--- config.mk ---
export PLATFORM = sky130hd
export DESIGN_NAME = diffamp_spike_encoder
export DESIGN_NICKNAME = d
export VERILOG_FILES = /design/src/rtl/diffamp_spike_pkg.sv /design/src/rtl/diffamp_spike_encoder_sync.sv /design/src/rtl/diffamp_spike_encoder.sv
export SDC_FILE = /design/constraint.sdc
export NUM_CORES = 1
export LEC_CHECK = 0
export BUFFER_PORTS_ARGS = -buffer_cell sky130_fd_sc_hd__buf_4
export CAP_MARGIN = 20
export CORE_UTILIZATION = 30
export DETAILED_ROUTE_END_ITERATION = 16
export GPL_TIMING_DRIVEN = 0
export PLACE_DENSITY = 0.56
export RECOVER_POWER = 50
export SYNTH_ARGS = -nofsm -noshare
export SYNTH_HDL_FRONTEND = slang
export SYNTH_SLANG_ARGS = --single-unit
export TNS_END_PERCENT = 20
--- constraint.sdc ---
create_clock -name clk -period 3.45 [get_ports clk]
set_input_delay 0.69 -clock clk [delete_from_list [all_inputs] [get_ports clk]]
set_output_delay 0.69 -clock clk [all_outputs]
set_load 0.03 [all_outputs]
--- src/rtl/diffamp_spike_pkg.sv ---
// Shared types and constants for the diffamp spike encoder.
// State encoding, the 8-bit debounce/refractory counter type and the
// legal parameter ranges of the encoder.
package diffamp_spike_pkg;

  typedef enum logic [1:0] {
    WAIT_LOW = 2'd0,
    ARMED    = 2'd1,
    FIRE     = 2'd2,
    REFRACT  = 2'd3
  } state_e;

  // Debounce and refractory counters are always 8 bits wide.
  typedef logic [7:0] dbcnt_t;

  localparam int SYNC_STAGES_MIN = 2;
  localparam int SYNC_STAGES_MAX = 4;
  localparam int DEBOUNCE_MIN    = 1;
  localparam int DEBOUNCE_MAX    = 255;
  localparam int REFRAC_MIN      = 0;
  localparam int REFRAC_MAX      = 255;

endpackage

--- src/rtl/diffamp_spike_encoder_sync.sv ---
// Flop chain bringing the asynchronous slicer decision into the clk domain.
// All stages clear to 0 on reset.
module spike_sync #(
  parameter int STAGES = 2
) (
  input  logic clk,
  input  logic rst,
  input  logic i_d,
  output logic o_q
);

  logic [STAGES-1:0] r_chain;

  // Shift the raw decision through the chain, oldest sample at the top bit.
  always_ff @(posedge clk) begin
    if (rst) begin
      r_chain <= '0;
    end else begin
      r_chain <= {r_chain[STAGES-2:0], i_d};
    end
  end

  assign o_q = r_chain[STAGES-1];

endmodule

--- src/rtl/diffamp_spike_encoder.sv ---
// Amplifier-to-neuron interface: synchronizes the slicer decision, debounces
// a low level then a high level, emits a one-cycle spike, holds off for a
// refractory period and keeps a saturating spike count.
// Optional feature macro: DIFFAMP_SPIKE_ISI_EN adds isi/isi_valid outputs
// reporting the cycles between consecutive spikes.
module diffamp_spike_encoder
  import diffamp_spike_pkg::*;
#(
  parameter int SYNC_STAGES = 2,
  parameter int DEBOUNCE    = 4,
  parameter int REFRAC      = 8,
  parameter int CNT_W       = 16
) (
  input  logic             clk,
  input  logic             rst,
  input  logic             en,
  input  logic             cmp,
  input  logic             cnt_clr,
  output logic             spike,
  output logic [CNT_W-1:0] spike_cnt,
  output logic             ovf,
  output logic             busy
`ifdef DIFFAMP_SPIKE_ISI_EN
  ,
  output logic [CNT_W-1:0] isi,
  output logic             isi_valid
`endif
);

  localparam dbcnt_t DEB_LAST = dbcnt_t'(DEBOUNCE - 1);
  localparam dbcnt_t REF_LOAD = dbcnt_t'(REFRAC);

  logic             w_cmp_s;
  state_e           r_state, w_state_next;
  dbcnt_t           r_lo, w_lo_next;
  dbcnt_t           r_hi, w_hi_next;
  dbcnt_t           r_ref, w_ref_next;
  logic             w_fire;
  logic [CNT_W-1:0] w_cnt_base, w_cnt_next;
  logic             w_ovf_base, w_ovf_next;

  spike_sync #(.STAGES(SYNC_STAGES)) u_sync (
    .clk (clk),
    .rst (rst),
    .i_d (cmp),
    .o_q (w_cmp_s)
  );

  // Next state and counters; w_fire marks the edge that enters FIRE.
  always_comb begin
    w_state_next = r_state;
    w_lo_next    = r_lo;
    w_hi_next    = r_hi;
    w_ref_next   = r_ref;
    w_fire       = 1'b0;
    if (!en) begin
      w_state_next = WAIT_LOW;
      w_lo_next    = '0;
      w_hi_next    = '0;
      w_ref_next   = '0;
    end else begin
      case (r_state)
        WAIT_LOW: begin
          if (w_cmp_s) begin
            w_lo_next = '0;
          end else if (r_lo == DEB_LAST) begin
            w_state_next = ARMED;
            w_lo_next    = '0;
            w_hi_next    = '0;
          end else begin
            w_lo_next = r_lo + 8'd1;
          end
        end
        ARMED: begin
          if (!w_cmp_s) begin
            w_hi_next = '0;
          end else if (r_hi == DEB_LAST) begin
            w_state_next = FIRE;
            w_hi_next    = '0;
            w_fire       = 1'b1;
          end else begin
            w_hi_next = r_hi + 8'd1;
          end
        end
        FIRE: begin
          w_lo_next = '0;
          if (REFRAC == 0) begin
            w_state_next = WAIT_LOW;
          end else begin
            w_state_next = REFRACT;
            w_ref_next   = REF_LOAD;
          end
        end
        default: begin
          // REFRACT: the comparator is ignored until the hold-off expires.
          w_lo_next = '0;
          if (r_ref <= 8'd1) begin
            w_state_next = WAIT_LOW;
            w_ref_next   = '0;
          end else begin
            w_ref_next = r_ref - 8'd1;
          end
        end
      endcase
    end
  end

  // Spike count: an optional clear is applied first, then the new spike.
  always_comb begin
    w_cnt_base = cnt_clr ? '0 : spike_cnt;
    w_ovf_base = cnt_clr ? 1'b0 : ovf;
    w_cnt_next = w_cnt_base;
    w_ovf_next = w_ovf_base;
    if (w_fire) begin
      if (&w_cnt_base) begin
        w_ovf_next = 1'b1;
      end else begin
        w_cnt_next = w_cnt_base + CNT_W'(1);
      end
    end
  end

  // State, counters and all outputs are registered.
  always_ff @(posedge clk) begin
    if (rst) begin
      r_state   <= WAIT_LOW;
      r_lo      <= '0;
      r_hi      <= '0;
      r_ref     <= '0;
      spike     <= 1'b0;
      busy      <= 1'b0;
      spike_cnt <= '0;
      ovf       <= 1'b0;
    end else begin
      r_state   <= w_state_next;
      r_lo      <= w_lo_next;
      r_hi      <= w_hi_next;
      r_ref     <= w_ref_next;
      spike     <= w_fire;
      busy      <= (w_state_next != WAIT_LOW);
      spike_cnt <= w_cnt_next;
      ovf       <= w_ovf_next;
    end
  end

`ifdef DIFFAMP_SPIKE_ISI_EN
  logic [CNT_W-1:0] r_isi_cnt;
  logic [CNT_W-1:0] w_isi_inc;
  logic             r_isi_have;

  assign w_isi_inc = (&r_isi_cnt) ? r_isi_cnt : r_isi_cnt + CNT_W'(1);

  // Inter-spike interval: free-running saturating counter restarted at each
  // FIRE entry; reported only once a previous spike is known.
  always_ff @(posedge clk) begin
    if (rst) begin
      r_isi_cnt  <= '0;
      r_isi_have <= 1'b0;
      isi        <= '0;
      isi_valid  <= 1'b0;
    end else begin
      isi_valid <= 1'b0;
      r_isi_cnt <= w_fire ? '0 : w_isi_inc;
      if (!en) begin
        r_isi_have <= 1'b0;
      end else if (w_fire) begin
        if (r_isi_have && !cnt_clr) begin
          isi       <= w_isi_inc;
          isi_valid <= 1'b1;
        end
        r_isi_have <= 1'b1;
      end else if (cnt_clr) begin
        r_isi_have <= 1'b0;
      end
    end
  end
`endif

endmodule
==> results of run 1 <==
==> Yosys cell counts (4+ instances only) <==
cell	instances
nor4_1	4
o31ai_1	4
o211ai_1	4
ha_1	5
inv_1	7
or4_1	8
xnor2_1	6
dfxtp_1	47
a21oi_1	18
nand3_1	9
nand2_1	23
nor2b_1	7
o21ai_1	4
nand4_1	6
xor2_1	7
and3_1	6
a311oi_1	7
nor2_1	40
nor3_1	12
==> metrics by stage <==
step	power [mW]	hold WS (ps)	cell area, sq um	std cells
3_3_place_gp	0.5872	429.6	2659	400
6_report	1.057	445.9	2716	408
5_1_grt	1.096	471.3	2716	408
4_1_cts	1.071	453.1	2791	408
2_1_floorplan	0.5759	413.8	2362	278
3_5_place_dp	0.5875	433.2	2659	400
==> kinds of logic (layout without fill, tap and decap cells) <==
group | count (synthesis) | after routing | share of synthesized area, %
muxes | 3 | 3 | 1.324
xor gates and xnor gates | 13 | 13 | 4.820
and+or+nand+nor | 138 | 138 | 31.83
AOI/OAI and AO/OA | 55 | 55 | 16.31
adders and majority gates | 5 | 5 | 2.648
buffers and inverters | 17 | 48 | 3.231
DFF | 47 | 47 | 39.83
==> area by class of cell <==
| type | count | area share [%] |
|---|---|---|
| multi-input cells | 214 | 49.52 |
| inverters | 7 | 0.9673 |
| clock buffers | 6 | 2.672 |
| well taps | 99 | 4.560 |
| clock inverters | 2 | 2.211 |
| plain buffers | 10 | 1.842 |
| repair buffers | 23 | 3.593 |
| flip-flops and latches | 47 | 34.64 |
==> metal layers <==
layer,GRT usage [%],part of all wire (%)
met4,6.048,1.8
met2,21.53,44
met3,2.862,3.7
met1,18.48,50
met5,0,0
==> state kept, by name, indices dropped and copies added, names as in the netlist <==
signal	flops
u_sync.r_chain	2
spike_cnt	16
busy	1
r_hi	8
spike	1
r_lo	8
ovf	1
r_state	2
r_ref	8
==> power groups by stage <==
stage                     combinational [mW]  sequential, mW  clock (mW)
after global placement                0.0283           0.559           0
after global routing                  0.0313           0.547       0.518
final                                 0.0275           0.546       0.483
after floorplan                       0.0175           0.558           0
after CTS                             0.0287           0.546       0.496
after detailed placement              0.0287           0.559           0
==> worst max-delay path by stage <==
stage	startpoint	endpoint	slack [ps]	cells after the start
after global routing	cnt_clr	spike_cnt[13]	690	9
after CTS	cnt_clr	spike_cnt[13]	880	9
after detailed placement	cnt_clr	spike_cnt[13]	540	9
after floorplan	cnt_clr	spike_cnt[13]	1120	8
after global placement	cnt_clr	spike_cnt[9]	530	9
final	cnt_clr	spike_cnt[9]	840	9
==> worst max-delay path, delay by kind of cell <==
family          cells  cell delay [ps]
compound gates      1               60
fa+ha+maj           1              240
buf+inv             2              280
simple gates        5             1510
==> results.py, run 1 <==
metrics = {
    "setup_path": {
        "cp_data_required_time_ps": 3630,
        "crit_type": "input pin to register",
        "path_cells": "buf_4 > buf_2 > nor2b_1 > ha_1 > and4_1 > nand2_1 > nor3_1 > or4_1 > a21oi_1",
        "crit_path_end_kind": "register",
        "slowest_stage": "nor3_1",
        "start_kind": "input pin",
        "critPathArrivalTime_ps": 2790,
        "r2r_setup_slack_ps": 1110,
        "crit_fanout": 10,
        "reg2reg_depth": 7,
        "reg2reg_from": "spike_cnt[0]",
        "regToRegEndpoint": "spike_cnt[9]",
        "slowest_delay_ps": 690,
    },
    "worst_hold_path": {
        "hold_start": "u_sync.r_chain[0]",
        "holdPathStages": 1,
        "hold_end": "u_sync.r_chain[1]",
        "hold_class": "register to register",
    },
    "place": {
        "routabilityCongestion": 0.7749,
        "pre_cts_ws_ps": 539.2,
        "io_buffers": 23,
        "dp_hpwl_microns": 3910,
    },
    "floorplan": {
        "design.portCount": 24,
        "initial_core_util_pct": 31.72,
        "rows": 31,
        "die_x_microns": 90.74,
        "die_height_microns": 90.74,
        "core_sq_mm": 0.007447,
        "die-area_sq_mm": 0.008233,
    },
    "global_routing": {
        "antenna_found_initial": 0,
        "track_usage_pct": 13.88,
        "grt_pass1_vias": 1970,
        "grt_overflow": 0,
        "grt_max_degree": 15,
        "grt_pass1_wl_microns": 9315,
    },
    "sta": {
        "slew_headroom_pct": 47.14,
        "fin_crit_sh_pct": 75.64,
        "drv_slew": 0,
        "tightest_slew_ps": 786.8,
        "fmax_mhz": 383.2,
        "fin_crit_ps": 2610,
        "final_hold_viol_count": 0,
        "rsz0062_at_grt": "no",
        "setup-violations-final": 0,
        "skew_ps": 11.40,
        "fin_ws_ps": 840.2,
        "tns_ps": 0,
    },
    "pwr": {
        "swShare_pct": 20.18,
        "power.density_mw_per_mm2": 389.0,
        "p_comb_share_pct": 2.6,
        "p_int_mw": 0.8434,
        "seqPwrFrac_pct": 51.7,
        "clockPowerShare_pct": 45.7,
        "p_switching_mw": 0.2132,
        "peakVddDrop_mv": 0.1967,
        "leakage_nw": 0.9080,
    },
    "clocking": {
        "clk_pin_slew_ps": 80,
        "cts_tree": "done",
        "clkLatencyLatePin_ps": 310,
        "ctsLongestPathBuffers": 2,
        "clock_sinks": 47,
        "hold_buffers": 0,
        "post_cts_buffers": 0,
        "post_cts_resized": 0,
        "numCtsBuffers": 5,
        "root_buffer": "clkbuf_8",
        "htreeDepth": 2,
    },
    "yosys": {
        "synth_ff_type": "dfxtp_1",
        "netlist_instances": 278,
        "ys_seq_area_share_pct": 39.83,
        "netlist.top_cell.by_area": "dfxtp_1",
        "synth.area.top_cells": "dfxtp_1, nor2_1, a21oi_1",
        "synth.net_count": 288,
        "syn_area_per_cell_sq_um": 8.497,
        "synth_edf_count": 0,
        "ys_seq_elements": 47,
        "postSynth.asyncResetShare_pct": 0,
        "synth_area_sq_mm": 0.002362,
        "post_synth_num_cell_types": 50,
        "synth_top_area_share_pct": 39.83,
        "yosysWarnings": 0,
    },
    "final_layout": {
        "drive_above_1_share_pct": 8.091,
        "final_core_util_pct": 36.48,
        "syn_to_final_growth_pct": 14.99,
        "multi_input_area_sq_mm": 0.001345,
        "num_antenna_cells": 0,
        "final_cell_mix": "dfxtp_1, nor2_1, clkbuf_1",
        "fin_nets": 318,
        "ff_latch_area_sq_um": 940.9,
        "layout_commonest_cell": "dfxtp_1",
        "fillers": 825,
    },
    "status": {
        "status": "complete, no violations",
    },
    "drt": {
        "routed_wl_microns": 5368,
        "avgViaCountPerCell": 5.181,
        "drtIter0Drc": 79,
        "final_antenna_net_count": 0,
        "drcViolationCount": 0,
        "wire_per_inst_microns": 13.16,
        "vias": 2114,
        "first_pass_iters": 4,
    },
    "flow_run": {
        "max_cap_viol_count": 0,
    },
}
Power figures use the tool's default switching activity.
==> run 2: changes to the inputs <==
==> constraint.sdc (replaced) <==
create_clock -name clk -period 2.6 [get_ports clk]
set_input_delay 0.52 -clock clk [delete_from_list [all_inputs] [get_ports clk]]
set_output_delay 0.52 -clock clk [all_outputs]
set_load 0.03 [all_outputs]
==> run 2 against run 1 <==
- sequential power grew 33%
- critical path type unchanged
- sequential share of layout area is 0.18 points higher
- largest power group unchanged
- largest cell class unchanged
- clock-buffer cell count did not move
==> results.py, run 2 (same netlist as run 1, synthesis figures left out) <==
metrics = {
    "clocking": {
        "post_cts_resized": 0,
        "hold_buffers": 0,
        "clk_pin_slew_ps": 90,
        "clock_sinks": 47,
        "ctsLongestPathBuffers": 2,
        "root_buffer": "clkbuf_8",
        "post_cts_buffers": 0,
        "numCtsBuffers": 5,
        "clkLatencyLatePin_ps": 310,
        "htreeDepth": 2,
        "cts_tree": "done",
    },
    "flow_run": {
        "max_cap_viol_count": 0,
    },
    "place": {
        "place_area_sq_mm": 0.002659,
        "routabilityCongestion": 0.7749,
        "dp_hpwl_microns": 3910,
        "pre_cts_ws_ps": -140.8,
        "io_buffers": 23,
        "dp_cells": 400,
    },
    "sta": {
        "fin_crit_sh_pct": 93.97,
        "slew_headroom_pct": 39.72,
        "fmax_mhz": 409.3,
        "fin_crit_ps": 2443,
        "tightest_slew_ps": 896.6,
        "rsz0062_at_grt": "no",
        "skew_ps": 11.02,
        "drv_slew": 0,
        "fin_ws_ps": 156.8,
        "final_hold_viol_count": 0,
        "setup-violations-final": 0,
    },
    "final_layout": {
        "fillers": 827,
        "final_core_util_pct": 36.29,
        "largest_reg_flops": 16,
        "num_antenna_cells": 0,
        "layout.cells.non_filler": 408,
        "fin_nets": 318,
        "layout_commonest_cell": "dfxtp_1",
        "top_register": "spike_cnt",
        "final_cell_mix": "dfxtp_1, nor2_1, clkbuf_1",
        "syn_to_final_growth_pct": 14.41,
        "drive_above_1_share_pct": 7.767,
        "finalInstanceArea_sq_mm": 0.002703,
    },
    "setup_path": {
        "crit_type": "input pin to register",
        "cp_data_required_time_ps": 2780,
        "critPathArrivalTime_ps": 2620,
        "start_kind": "input pin",
        "crit_path_end_kind": "register",
        "reg2reg_depth": 7,
        "crit_fanout": 10,
    },
    "floorplan": {
        "die_height_microns": 90.74,
        "initial_core_util_pct": 31.72,
        "die_x_microns": 90.74,
        "rows": 31,
        "design.portCount": 24,
        "core_sq_mm": 0.007447,
        "die-area_sq_mm": 0.008233,
    },
    "global_routing": {
        "grt_overflow": 0,
        "grt_pass1_vias": 1970,
        "track_usage_pct": 13.88,
        "grt_pass1_wl_microns": 9315,
        "grt_max_degree": 15,
        "antenna_found_initial": 0,
    },
    "pwr": {
        "power.total_mw": 1.402,
        "leakage_nw": 0.9142,
        "peakVddDrop_mv": 0.2605,
        "power.density_mw_per_mm2": 518.9,
    },
    "status": {
        "status": "complete, no violations",
    },
    "worst_hold_path": {
        "holdPathStages": 2,
        "hold_class": "input pin to register",
    },
    "drt": {
        "avgViaCountPerCell": 5.189,
        "drtIter0Drc": 84,
        "routed_wl_microns": 5374,
        "wl_met3_microns": 185,
        "met2_length_microns": 2389,
        "top_layer": "met4",
        "final_antenna_net_count": 0,
        "drcViolationCount": 0,
        "vias": 2117,
        "met1_length_microns": 2703,
        "wire_per_inst_microns": 13.17,
        "first_pass_iters": 4,
    },
}
-- run 2: cell counts in the layout (fill, tap and decap cells not counted) --
Identical to the previous run, type by type.
-- run 2: critical path: stages --
cell and delay, ps:
buf_4 110, buf_2 170, nor2b_1 200, ha_1 240, and4_1 240, nand2_1 160
nor3_1 700, or4_1 210, a21oi_1 60
-- run 2: final timing paths --
check | start | endpoint | slack [ps]
setup / recovery | cnt_clr | spike_cnt[9] | 160
hold / removal | cmp | u_sync.r_chain[0] | 440
setup reg to reg | spike_cnt[0] | spike_cnt[9] | 260
hold reg to reg | u_sync.r_chain[0] | u_sync.r_chain[1] | 450
-- run 2: metal layers --
layer | up-vias | track usage [%]
li1 | 1082 | -
met1 | 990 | 18.48
met2 | 37 | 21.53
met3 | 8 | 2.862
met4 | 0 | 6.048
met5 | - | 0
-- run 2: layout make-up --
class / count / area (sq um) / area share, %
inverters: 7 / 26.28 / 0.9722
well taps: 99 / 123.9 / 4.583
repair buffers: 23 / 97.59 / 3.611
plain buffers: 10 / 50.05 / 1.852
multi-input cells: 214 / 1331 / 49.26
clock inverters: 2 / 60.06 / 2.222
clock buffers: 6 / 72.57 / 2.685
flip-flops and latches: 47 / 940.9 / 34.81
-- run 2: per-stage QoR --
stage | hold slack [ps] | TNS [ps]
6_report | 442.2 | 0
5_1_grt | 460.9 | 0
4_1_cts | 435.6 | 0
3_5_place_dp | 433.2 | -398.1
3_3_place_gp | 429.6 | -447.7
2_1_floorplan | 413.8 | 0
-- run 2: power by group --
group	leakage (nW)	internal, mW	switching (mW)
clock	0.0654	0.385	0.257
sequential	0.379	0.722	0.00238
combinational	0.470	0.0124	0.0241
==> run 3: changes to the inputs <==
--- a/config.mk
+++ b/config.mk
@@ -7,10 +7,11 @@
 export LEC_CHECK = 0
 export BUFFER_PORTS_ARGS = -buffer_cell sky130_fd_sc_hd__buf_4
 export CAP_MARGIN = 20
-export CORE_UTILIZATION = 30
+export CORE_MARGIN = 2
+export CORE_UTILIZATION = 50
 export DETAILED_ROUTE_END_ITERATION = 16
 export GPL_TIMING_DRIVEN = 0
-export PLACE_DENSITY = 0.56
+export PLACE_DENSITY = 0.79
 export RECOVER_POWER = 50
 export SYNTH_ARGS = -nofsm -noshare
 export SYNTH_HDL_FRONTEND = slang
==> run 3 against run 2 <==
- routed wire length shrank 3.9%
- global-route usage grew 6.5 points
- setup slack gained 150 ps
- via count grew 0.66%
- clock power shrank 32%
- cell count shrank 11%
- first-iteration DRC count grew 6.0%
- utilization grew 20 points
- register-to-register slack gained 170 ps
- critical endpoint is now spike_cnt[13]
- largest cell class unchanged
- highest routed layer unchanged
==> results.py, run 3 (same netlist as run 1, synthesis figures left out) <==
metrics = {
    "setup_path": {
        "cp-startpoint": "cnt_clr",
        "crit_fanout": 10,
        "crit_type": "input pin to register",
        "reg2reg_depth": 7,
        "start_kind": "input pin",
        "critPathArrivalTime_ps": 2470,
        "path_cells": "buf_4 > buf_2 > nor2b_1 > ha_1 > and4_1 > nand2_1 > nor3_2 > or4_1 > a21oi_1",
        "regToRegEndpoint": "spike_cnt[13]",
        "slowest_delay_ps": 500,
        "cp_data_required_time_ps": 2780,
        "crit_path_end_kind": "register",
        "slowest_stage": "nor3_2",
        "reg2reg_from": "spike_cnt[0]",
        "r2r_setup_slack_ps": 430,
    },
    "global_routing": {
        "grt_pass1_wl_microns": 8576,
        "grt.met1_usage_pct": 27.55,
        "grt_pass1_vias": 1916,
        "grtUsageMet3_pct": 4.282,
        "track_usage_pct": 20.34,
        "grt_overflow": 0,
        "top_usage_layer": "met2",
        "antenna_found_initial": 0,
        "grt_util_met2_pct": 33.03,
        "grt_max_degree": 14,
    },
    "drt": {
        "vias": 2131,
        "drcViolationCount": 0,
        "first_pass_iters": 4,
        "routed_wl_microns": 5163,
        "avgViaCountPerCell": 5.871,
        "drtIter0Drc": 89,
        "final_antenna_net_count": 0,
        "wire_per_inst_microns": 14.22,
    },
    "final_layout": {
        "fillers": 453,
        "syn_to_final_growth_pct": 10.65,
        "num_antenna_cells": 0,
        "fin_nets": 318,
        "top_register": "spike_cnt",
        "drive_above_1_share_pct": 8.091,
        "final_core_util_pct": 56.46,
        "largest_reg_flops": 16,
        "final_cell_mix": "dfxtp_1, nor2_1, clkbuf_1",
        "layout.cells.non_filler": 363,
        "layout_commonest_cell": "dfxtp_1",
    },
    "floorplan": {
        "initial_core_util_pct": 51.03,
        "rows": 25,
        "die_x_microns": 72.74,
        "die_height_microns": 72.74,
        "design.portCount": 24,
        "die-area_sq_mm": 0.005290,
        "core_sq_mm": 0.004629,
    },
    "sta": {
        "skew_ps": 4.052,
        "fin_crit_ps": 2289,
        "hold_slack_ps": 427.7,
        "final_hold_viol_count": 0,
        "rsz0062_at_grt": "no",
        "fmax_mhz": 436.9,
        "drv_slew": 0,
        "slew_headroom_pct": 49.88,
        "tns_ps": 0,
        "tightest_slew_ps": 743.9,
        "setup-violations-final": 0,
        "fin_crit_sh_pct": 88.04,
        "fin_ws_ps": 311.0,
    },
    "clocking": {
        "htreeDepth": 2,
        "clk_pin_slew_ps": 80,
        "cts_tree": "done",
        "post_cts_buffers": 0,
        "root_buffer": "clkbuf_8",
        "clkLatencyLatePin_ps": 300,
        "numCtsBuffers": 5,
        "clock_sinks": 47,
        "ctsLongestPathBuffers": 2,
    },
    "pwr": {
        "leakage_nw": 0.8849,
        "power.density_mw_per_mm2": 456.7,
        "peakVddDrop_mv": 0.3069,
    },
    "worst_hold_path": {
        "holdPathStages": 2,
        "hold_start": "cmp",
        "hold_end": "u_sync.r_chain[0]",
        "hold_class": "input pin to register",
    },
    "flow_run": {
        "max_cap_viol_count": 0,
    },
    "place": {
        "dp_hpwl_microns": 3630,
        "io_buffers": 23,
        "routabilityCongestion": 0.8186,
        "pre_cts_ws_ps": -244.5,
        "dp_cells": 355,
    },
    "status": {
        "status": "complete, no violations",
    },
}
-- run 3: changes by cell type in the layout (fill, tap and decap cells not counted), sizes merged --
cell and change:
bufinv -2, clkbuf +1, clkinv +1
-- run 3: cell type report --
class                   instances  area, sq um  share of cell area [%]
inverters                       7        26.28                   1.005
multi-input cells             214         1350                   51.65
flip-flops and latches         47        940.9                   36.00
plain buffers                  10        50.05                   1.915
clock inverters                 1        5.005                  0.1915
repair buffers                 23        97.59                   3.734
clock buffers                   7        76.32                   2.920
well taps                      54        67.56                   2.585
-- run 3: through the flow --
stage,cell area [sq um],power (mW)
5_1_grt,2614,1.223
4_1_cts,2684,1.197
6_report,2614,1.194
3_3_place_gp,2603,0.7774
3_5_place_dp,2603,0.7781
2_1_floorplan,2362,0.7642
-- run 3: worst max-delay path: cells and delay by family --
kind	cells	cell delay, ps
fa+ha+maj	1	240
compound gates	1	60
simple gates	5	1350
buf+inv	2	290
-- run 3: how the worst max path moves through the flow --
stage	cells past startpoint	slack [ps]	end
3_5_place_dp	9	-240	spike_cnt[13]
6_report	9	310	spike_cnt[13]
5_1_grt	9	130	spike_cnt[11]
4_1_cts	9	60	spike_cnt[13]
2_1_floorplan	8	440	spike_cnt[13]
3_3_place_gp	9	-140	spike_cnt[13]
-- run 3: per-layer routing --
| metal | vias to the layer above | share of wire (%) |
|---|---|---|
| met4 | 0 | 0.99 |
| met3 | 7 | 3.6 |
| met2 | 37 | 47 |
| met1 | 1009 | 48 |
| met5 | - | 0 |
| li1 | 1078 | - |
-- run 3: repair_timing --
action,4_1_cts,5_1_grt
hold buffers,0,0
setup endpoints to repair,0,3
gates resized for setup,0,1
-- run 3: where the power goes --
part | internal, mW | total [mW] | switching (mW)
Combinational | 0.0123 | 0.0361 | 0.0238
Clock | 0.189 | 0.433 | 0.244
Sequential | 0.722 | 0.725 | 0.00244
